==> config.mk <==
export PLATFORM = sky130hd
export DESIGN_NAME = multicycle_ctrl
export DESIGN_NICKNAME = d
export VERILOG_FILES = /design/src/rtl/multicycle_ctrl.sv
export SDC_FILE = /design/constraint.sdc
export NUM_CORES = 1
export LEC_CHECK = 0
export ABC_CLOCK_PERIOD_IN_PS = 1800
export CAP_MARGIN = 20
export CELL_PAD_IN_SITES_DETAIL_PLACEMENT = 1
export CELL_PAD_IN_SITES_GLOBAL_PLACEMENT = 2
export CORE_ASPECT_RATIO = 2
export CORE_MARGIN = 8
export CORE_UTILIZATION = 18
export CTS_BUF_LIST = sky130_fd_sc_hd__clkbuf_4 sky130_fd_sc_hd__clkbuf_8 sky130_fd_sc_hd__clkbuf_16
export DETAILED_ROUTE_END_ITERATION = 8
export GPL_TIMING_DRIVEN = 0
export MAX_ROUTING_LAYER = met4
export PLACE_DENSITY_LB_ADDON = 0.2
export SLEW_MARGIN = 20
export SYNTH_ARGS = -nofsm -noshare
export SYNTH_HDL_FRONTEND = slang
export SYNTH_SLANG_ARGS = --single-unit
==> constraint.sdc <==
create_clock -name clk -period 1.8 [get_ports clk]
set_clock_uncertainty 0.05 [all_clocks]
set_input_delay 0.36 -clock clk [delete_from_list [all_inputs] [get_ports clk]]
set_output_delay 0.36 -clock clk [all_outputs]
set_load 0.03 [all_outputs]
==> src/rtl/multicycle_ctrl.sv <==
// multicycle_ctrl: multicycle RV32I control FSM. It steps each instruction
// through fetch/decode/execute/memory/writeback for the datapath. Memory
// accesses use a variable-latency handshake with a bus timeout. Illegal
// instructions, bus timeouts and ECALL/EBREAK halt the core in TRAP.
// Optional feature: define CTRL_PERF_CNT_EN to get the cycle and instret
// counters. Without it, those ports are tied to zero.

package multicycle_ctrl_pkg;
  typedef enum logic {ADDR_PC, ADDR_RESULT} mem_addr_sel_t;
  typedef enum logic {FETCH_INST, MEM_FUNCT_DEFINED} mem_funct3_sel_t;
  typedef enum logic [1:0] {RS1V, PC, PC_OLD} alu_src1_sel_t;
  typedef enum logic [1:0] {RS2V, IMM, PC_INC} alu_src2_sel_t;
  typedef enum logic [1:0] {ZERO, ALU_RESULT, ALU_CLOCKED, MEM_RD} result_sel_t;
  typedef enum logic [1:0] {ADD_OP, SUB_OP, FUNCT_DEFINED, SRC2_OP} alu_ops_t;
endpackage

module multicycle_ctrl
  import multicycle_ctrl_pkg::*;
#(
  parameter int MEM_TIMEOUT = 16,
  parameter int CNT_W       = 32
) (
  input  logic            clk,
  input  logic            reset,
  input  logic [6:0]      opcode,
  input  logic [2:0]      funct3,
  input  logic            alu_zero,
  input  logic            alu_lt,
  input  logic            alu_ltu,
  input  logic            mem_ready,
  output logic            mem_req,
  output logic            branch,
  output logic            pc_update,
  output logic            inst_en,
  output logic            reg_wren,
  output logic            mem_wren,
  output mem_addr_sel_t   mem_addr_sel,
  output mem_funct3_sel_t mem_funct3_sel,
  output alu_src1_sel_t   alu_src1_sel,
  output alu_src2_sel_t   alu_src2_sel,
  output result_sel_t     result_sel,
  output alu_ops_t        alu_op,
  output logic            trap,
  output logic [1:0]      trap_cause,
  output logic [CNT_W-1:0] cycle_cnt,
  output logic [CNT_W-1:0] instret_cnt
);

  localparam logic [6:0] OP_R      = 7'b0110011;
  localparam logic [6:0] OP_I      = 7'b0010011;
  localparam logic [6:0] OP_LUI    = 7'b0110111;
  localparam logic [6:0] OP_AUIPC  = 7'b0010111;
  localparam logic [6:0] OP_LOAD   = 7'b0000011;
  localparam logic [6:0] OP_STORE  = 7'b0100011;
  localparam logic [6:0] OP_BRANCH = 7'b1100011;
  localparam logic [6:0] OP_JAL    = 7'b1101111;
  localparam logic [6:0] OP_JALR   = 7'b1100111;
  localparam logic [6:0] OP_SYSTEM = 7'b1110011;

  localparam logic [1:0] CAUSE_ILL = 2'b01;
  localparam logic [1:0] CAUSE_BUS = 2'b10;
  localparam logic [1:0] CAUSE_SYS = 2'b11;

  // Wide enough to hold MEM_TIMEOUT-1, the last count before a trap.
  localparam int WAIT_W = (MEM_TIMEOUT < 2) ? 1 : $clog2(MEM_TIMEOUT);

  typedef enum logic [3:0] {
    FETCH, DECODE, MEM_ADDR, EXEC_R, EXEC_I, EXEC_LUI, MEM_READ,
    MEM_WRITE, MEM_WB, ALU_WB, BRANCH, JUMP, TRAP
  } state_t;

  state_t            state_q;
  logic [1:0]        cause_q;
  logic [WAIT_W-1:0] wait_q;

  logic timeout_hit;
  logic branch_ok;
  logic branch_cond;

  // The limit is reached on the MEM_TIMEOUT-th consecutive wait cycle.
  // A zero limit turns the timeout off.
  assign timeout_hit = (MEM_TIMEOUT != 0) && (wait_q == WAIT_W'(MEM_TIMEOUT - 1));

  // funct3 010/011 are not branch encodings. The others pick a flag, and
  // bit 0 inverts it.
  assign branch_ok   = (funct3[2:1] != 2'b01);
  assign branch_cond = (funct3[2] ? (funct3[1] ? alu_ltu : alu_lt) : alu_zero) ^ funct3[0];

  // State sequencing, trap-cause capture and memory wait counting.
  always_ff @(posedge clk) begin
    if (reset) begin
      state_q <= FETCH;
      cause_q <= 2'b00;
      wait_q  <= '0;
    end else begin
      wait_q <= '0;
      case (state_q)
        FETCH, MEM_READ, MEM_WRITE: begin
          if (mem_ready) begin
            if (state_q == FETCH)         state_q <= DECODE;
            else if (state_q == MEM_READ) state_q <= MEM_WB;
            else                          state_q <= FETCH;
          end else if (timeout_hit) begin
            state_q <= TRAP;
            cause_q <= CAUSE_BUS;
          end else begin
            wait_q <= wait_q + WAIT_W'(1);
          end
        end
        DECODE: begin
          case (opcode)
            OP_R:              state_q <= EXEC_R;
            OP_I:              state_q <= EXEC_I;
            OP_LUI:            state_q <= EXEC_LUI;
            OP_AUIPC:          state_q <= ALU_WB;
            OP_LOAD, OP_STORE: state_q <= MEM_ADDR;
            OP_BRANCH:         state_q <= BRANCH;
            OP_JAL, OP_JALR:   state_q <= JUMP;
            OP_SYSTEM: begin
              state_q <= TRAP;
              cause_q <= CAUSE_SYS;
            end
            default: begin
              state_q <= TRAP;
              cause_q <= CAUSE_ILL;
            end
          endcase
        end
        MEM_ADDR: state_q <= (opcode == OP_STORE) ? MEM_WRITE : MEM_READ;
        EXEC_R, EXEC_I, EXEC_LUI, JUMP: state_q <= ALU_WB;
        MEM_WB, ALU_WB: state_q <= FETCH;
        BRANCH: begin
          if (branch_ok) begin
            state_q <= FETCH;
          end else begin
            state_q <= TRAP;
            cause_q <= CAUSE_ILL;
          end
        end
        default: state_q <= TRAP;
      endcase
    end
  end

  // Moore decode of the state, plus handshake/flag qualification.
  // Reset forces the idle FETCH view.
  always_comb begin
    mem_req        = 1'b0;
    branch         = 1'b0;
    pc_update      = 1'b0;
    inst_en        = 1'b0;
    reg_wren       = 1'b0;
    mem_wren       = 1'b0;
    trap           = 1'b0;
    mem_addr_sel   = ADDR_PC;
    mem_funct3_sel = FETCH_INST;
    alu_src1_sel   = RS1V;
    alu_src2_sel   = RS2V;
    result_sel     = ZERO;
    alu_op         = ADD_OP;
    if (reset) begin
      alu_src1_sel = PC;
      alu_src2_sel = PC_INC;
      result_sel   = ALU_RESULT;
    end else begin
      case (state_q)
        FETCH: begin
          mem_req      = 1'b1;
          alu_src1_sel = PC;
          alu_src2_sel = PC_INC;
          result_sel   = ALU_RESULT;
          inst_en      = mem_ready;
          pc_update    = mem_ready;
        end
        DECODE: begin
          alu_src1_sel = (opcode == OP_JALR) ? RS1V : PC_OLD;
          alu_src2_sel = IMM;
        end
        MEM_ADDR: alu_src2_sel = IMM;
        EXEC_R:   alu_op = FUNCT_DEFINED;
        EXEC_I: begin
          alu_src2_sel = IMM;
          alu_op       = FUNCT_DEFINED;
        end
        EXEC_LUI: begin
          alu_src2_sel = IMM;
          alu_op       = SRC2_OP;
        end
        MEM_READ, MEM_WRITE: begin
          mem_req        = 1'b1;
          mem_addr_sel   = ADDR_RESULT;
          mem_funct3_sel = MEM_FUNCT_DEFINED;
          result_sel     = ALU_CLOCKED;
          mem_wren       = (state_q == MEM_WRITE);
        end
        MEM_WB: begin
          result_sel = MEM_RD;
          reg_wren   = 1'b1;
        end
        ALU_WB: begin
          result_sel = ALU_CLOCKED;
          reg_wren   = 1'b1;
        end
        BRANCH: begin
          alu_op = SUB_OP;
          branch = branch_ok && branch_cond;
        end
        JUMP: begin
          alu_src1_sel = PC_OLD;
          alu_src2_sel = PC_INC;
          result_sel   = ALU_CLOCKED;
          pc_update    = 1'b1;
        end
        TRAP:    trap = 1'b1;
        default: ;
      endcase
    end
  end

  assign trap_cause = reset ? 2'b00 : cause_q;

`ifdef CTRL_PERF_CNT_EN
  logic [CNT_W-1:0] cycle_q;
  logic [CNT_W-1:0] instret_q;
  logic             retire;

  // An instruction retires on the step from its last state back to FETCH.
  assign retire = (state_q == MEM_WB) || (state_q == ALU_WB) ||
                  ((state_q == MEM_WRITE) && mem_ready) ||
                  ((state_q == BRANCH) && branch_ok);

  // Free-running cycle and retirement counters; both wrap naturally.
  always_ff @(posedge clk) begin
    if (reset) begin
      cycle_q   <= '0;
      instret_q <= '0;
    end else begin
      cycle_q <= cycle_q + CNT_W'(1);
      if (retire) instret_q <= instret_q + CNT_W'(1);
    end
  end

  assign cycle_cnt   = reset ? '0 : cycle_q;
  assign instret_cnt = reset ? '0 : instret_q;
`else
  assign cycle_cnt   = '0;
  assign instret_cnt = '0;
`endif

endmodule

### Yosys cells after proc, flatten, opt, wreduce, memory -nomap -nowiden

Index checks and enable logic that the tools add are counted.

* output and inout bits: 83
* logic and storage cells: 92
* register bits after elaboration: 10

* add/sub/neg operators: 1
* reduce and logical (&&, ||, !) cells: 16
* equality and inequality tests: 29
* mux-type cells: 41
* bitwise operators: 2

Operator list (number)
* 7-bit equality test (second input constant): 4
* 4-bit case mux with 7 select lines: 1
* 4-bit equality test (second input constant): 6
* 2-bit case mux with 3 select lines: 4
* 4-bit case mux with 6 select lines: 1
* 7-bit by 6-bit equality test with 1-bit output (second input constant): 3
* 4-bit 2-to-1 mux: 5
* 1-bit 2-to-1 mux: 18
* 2-bit 2-to-1 mux: 9
* 4-bit by 3-bit equality test with 1-bit output (second input constant): 4
* 4-bit OR reduction: 4
* 7-bit by 5-bit equality test with 1-bit output (second input constant): 2
* 2-bit OR reduction: 6
* 9-bit OR reduction: 1
* 4-bit by 2-bit equality test with 1-bit output (second input constant): 2
* 2-bit case mux with 2 select lines: 2
* 7-bit by 2-bit equality test with 1-bit output (second input constant): 1
* 2-bit != test (second input constant): 3
* 5-bit AND reduction: 1
* 4-bit by 1-bit adder with 4-bit output (second input constant): 1
* 4-bit by 1-bit equality test with 1-bit output (second input constant): 1
* 4-bit logical NOT: 1
* 2-bit by 1-bit != test with 1-bit output (second input constant): 2
* 3-bit by 1-bit != test with 1-bit output (second input constant): 1
* 6 further kinds: 6

### Longest topological paths before layout

* word-level depth: 6
* gate-level depth with buffers: 7
* depth with buffers taken out: 5

### Worst setup path after synthesis

No wires, ideal clock.

* kind: register to output
* start: register state_q[1]
* end: output alu_src1_sel[1]
* arrival time: 2.075 ns
* slack: -0.685 ns
* buffers on the path: 3
* stages on the path, launching flop included: 6
* path through: dfxtp_1 clkbuf_1 buf_4 clkbuf_1 a21oi_1 nor4b_1

* cells in the longest elaborated chain, start to end: 3
* elaborated cells on any way between the ends: 5
* classes of those cells: 2 x eq/ne; 2 x mux; 1 x reduce/logical

Ends and longest elaborated chain
* start, declared: RTL line 72 `state_t state_q;`
* start signal, assigned: RTL line 129 `MEM_ADDR: state_q <= (opcode == OP_STORE) ? MEM_WRITE : MEM_READ;`
* 4-bit equality test (tied with other cells): RTL line 166 `case (state_q)`
* 2-bit case mux with 3 select lines (*): RTL line 166
* 2-bit 2-to-1 mux (*): RTL line 161 `if (reset) begin`
* end, declared: RTL line 39 `output alu_src1_sel_t alu_src1_sel,`

Every way passes the cells marked *; elsewhere a longest branch is shown, timed or not.

### Worst setup path after layout

* start: input opcode[2]
* end: output alu_src1_sel[1]

* cells in the longest elaborated chain, start to end: 4

Ends and longest elaborated chain
* start, declared: RTL line 25 `input logic [6:0] opcode,`
* 7-bit equality test: RTL line 176 `alu_src1_sel = (opcode == OP_JALR) ? RS1V : PC_OLD;`
* 2-bit 2-to-1 mux: RTL line 176
* 2-bit case mux with 3 select lines: RTL line 166
* 2-bit 2-to-1 mux: RTL line 161

Every way passes these cells.

==> key figures <==
CTS
  – Clk_lat worst skew: 0.23 ns
  – Clock sink count: 10
  – Num CTS Buffers: 3
  – CTS tree: built
  – Clock root cell: clkbuf_16
  – Hold_buf cts: 0
  – H-tree levels: 1
  – Clock slew at reported path FFs: 0.04 ns
  – CTS max path bufs: 2

Critical path
  – Max incr delay on CP: 0.31 ns
  – Worst EP arrival: 1.53 ns
  – Crit path capture type: output pin
  – Kind of critical path: primary input to output pin
  – CP Launch Type: primary input
  – Crit-path cells: clkdlybuf4s15_1 > nand4b_1 > o31a_1 > a21oi_2 > nor4b_4 > buf_4
  – CP max FO: 6
  – Worst Path Required: 1.39 ns
  – Flop2flop setup slack: -0.05 ns
  – Slowest CP cell: o31a_1

Die
  – Die width: 80.6 um
  – Initial Util: 18.4%
  – Row count: 47
  – Die area: 0.0117 mm^2
  – Die Span Y: 145 um
  – Core box area: 0.00817 mm^2
  – Ports: 99

Routing
  – Initial drt markers: 45
  – Post-route ant nets: 0
  – Post-DR vias/cell: 3.98
  – Routed wl met3: 287 um
  – Drc violations: 0
  – Met1 wire length: 2.16 mm
  – Post-detailed-routing wire length: 6.34 mm
  – Vias: 1757
  – Wire length on met2: 3.72 mm
  – Wire length per cell: 14.4 um
  – Highest metal layer with signal wires: met4
  – Router iterations before antenna repair: 4

Synthesis
  – Synth Cell Area: 0.00150 mm^2
  – Syn_area_per_cell: 7.23 um^2
  – Synth Flop Type: dfxtp_1
  – Xor/xnor share of the synthesized area: 1.75%
  – Seq/Total Area, Yosys: 13.3%
  – Number of synthesized flops with an enable pin: 0
  – Simple-gate portion of the synthesized area: 28.7%
  – Cells after Synth: 208
  – Mux contribution to synthesized area: 0.666%
  – Post-synthesis async set-or-reset flop share: 0%
  – Synth Area in Adders: 0.832%
  – Flops & latches, synth: 10
  – YS warnings: 0
  – Synth Area in Compound Gates: 17.3%
  – Largest family of logic cells by synthesized area: buffers and inverters
  – Synth unique cells: 45

STA
  – Setup tns final: -0.832 ns
  – Max-slew violations: 0
  – Final Setup Violations: 17
  – Period utilisation layout: 108%
  – Hold Violations, Final: 0
  – RSZ-0062 raised after global routing: yes
  – Setup ws final: -0.137 ns
  – Fmax: 516 MHz
  – Tmin final: 1.94 ns

Layout
  – Final net count: 361
  – Area Growth Syn to Fin: 100%
  – Layout cells sized above 1: 56.0%
  – Seq. cell area: 210 um^2
  – Post-route cell area: 0.00301 mm^2
  – Antenna diode count: 0
  – Fillers: 1011
  – Multi-input gate area: 0.00126 mm^2

Global route
  – Remaining Overflow, GRT: 0
  – Initial antenna violation count: 0
  – Largest net degree at the start of global routing: 11
  – Vias in the first global route: 1836
  – Total GRT Usage: 10.2%
  – First-pass GRT wire length: 9.36 mm

Run status
  – Failing checks: negative setup slack
  – Status: complete, but fails checks

Place
  – DPL Wire Length: 4.83 mm
  – Buffers on Ports: 33
  – Post-DP Area: 0.00229 mm^2
  – Final Wtd Congestion: 0.724

Pwr
  – Worst IR Drop VDD: 0.324 mV
  – PwrDens: 921 mW/mm^2
  – Leakage: 1.47 nW

Run
  – Max-cap violation count: 0

Hold path
  – Min-delay worst type: register to register
[stage by stage]
step / setup WS, ns / hold slack [ns] / power, mW / cells / util (%)
final: -0.137 / 0.409 / 2.77 / 441 / 36.8
after detailed placement: -1.08 / 0.419 / 1.65 / 402 / 28.1
after global routing: -0.196 / 0.454 / 2.92 / 441 / 36.8
after global placement: -1.08 / 0.413 / 1.65 / 402 / 28.1
after floorplan: -0.161 / 0.382 / 1.31 / 271 / -
after CTS: -0.177 / 0.427 / 2.30 / 424 / 32.2
[power by group]
part / leakage, nW / internal (mW) / switching [mW]
registers: 0.0838 / 0.274 / 0.0345
logic: 1.35 / 0.994 / 1.03
clock network: 0.0442 / 0.334 / 0.103
[repair_timing]
action	4_1_cts	5_1_grt
cloned	1	1
pin swaps	11	23
setup endpoints to repair	23	25
endpoints found under the hold margin	0	0
resized for setup	162	66
buffers inserted	17	18
[logic make-up (layout without fill, tap and decap cells)]
logic type	Yosys count	in the layout
multiplexers	1	1
other	1	64
XOR/XNOR	3	3
AO/OA/AOI/OAI	39	39
AND/OR/NAND/NOR	73	73
flip-flops	10	10
adder cells (fa/ha/maj)	1	1
buffers and inverters	80	152
[critical path: cells and delay by family]
kind | cells | cell delay (ns)
AND/OR/NAND/NOR | 2 | 0.24
AO/OA/AOI/OAI | 2 | 0.48
buffers and inverters | 2 | 0.44
[Yosys cell counts, types with 2 or more instances]
library cell	n	share of area, %
buf_4	67	33
a21oi_1	12	4.0
nor2_1	12	3.0
o21ai_0	11	3.7
dfxtp_1	10	13
clkbuf_1	9	2.2
nand2_1	8	2.0
nor3_1	8	2.7
nand2b_1	6	2.5
nor2b_1	5	2.1
and3_1	4	1.7
nand3_1	4	1.3
nand3b_1	4	2.0
nor4b_1	4	2.3
a211oi_1	3	1.5
inv_1	3	0.75
nor3b_1	3	1.5
or2_2	3	1.2
a21boi_0	2	1.0
and2b_1	2	1.0
or3_1	2	0.83
or3b_2	2	1.2
xnor2_1	2	1.2
[metal layers]
metal  vias to the layer above  track usage, %
li1                        855               -
met2                        72            19.8
met1                       815            9.99
met5                         -               -
met3                        15            1.11
met4                         0            2.48
[cells in the final DEF (no fill, tap or decap), types with 5 or more instances in the layout]
cell type and instances:
a21oi_1 5, a21oi_2 6, buf_4 93, buf_6 22, clkbuf_16 5, conb_1 64, dfxtp_1 6, nand2_1 6
nor2_1 9, o21ai_0 9
[registers in the layout, summed over array words and instances, names as in the netlist]
name     cells
state_q      4
wait_q       4
cause_q      2
[final timing paths]
path                                 start               to  cells after the start
worst max-delay path             opcode[2]  alu_src1_sel[1]                      6
worst min-delay path             wait_q[0]        wait_q[0]                      1
worst max register to register  state_q[2]       state_q[1]                      6
worst min register to register   wait_q[0]        wait_q[0]                      1
[area by class of cell]
class                           instances  share of cell area (%)
Buffer                                 76                    21.6
Clock buffer                            4                    2.95
Inverter                                3                   0.374
Multi-Input combinational cell        181                    42.0
Sequential cell                        10                    6.99
Tap cell                               98                    4.08
Timing Repair Buffer                   69                    22.0
(Power assumes the default switching activity.)
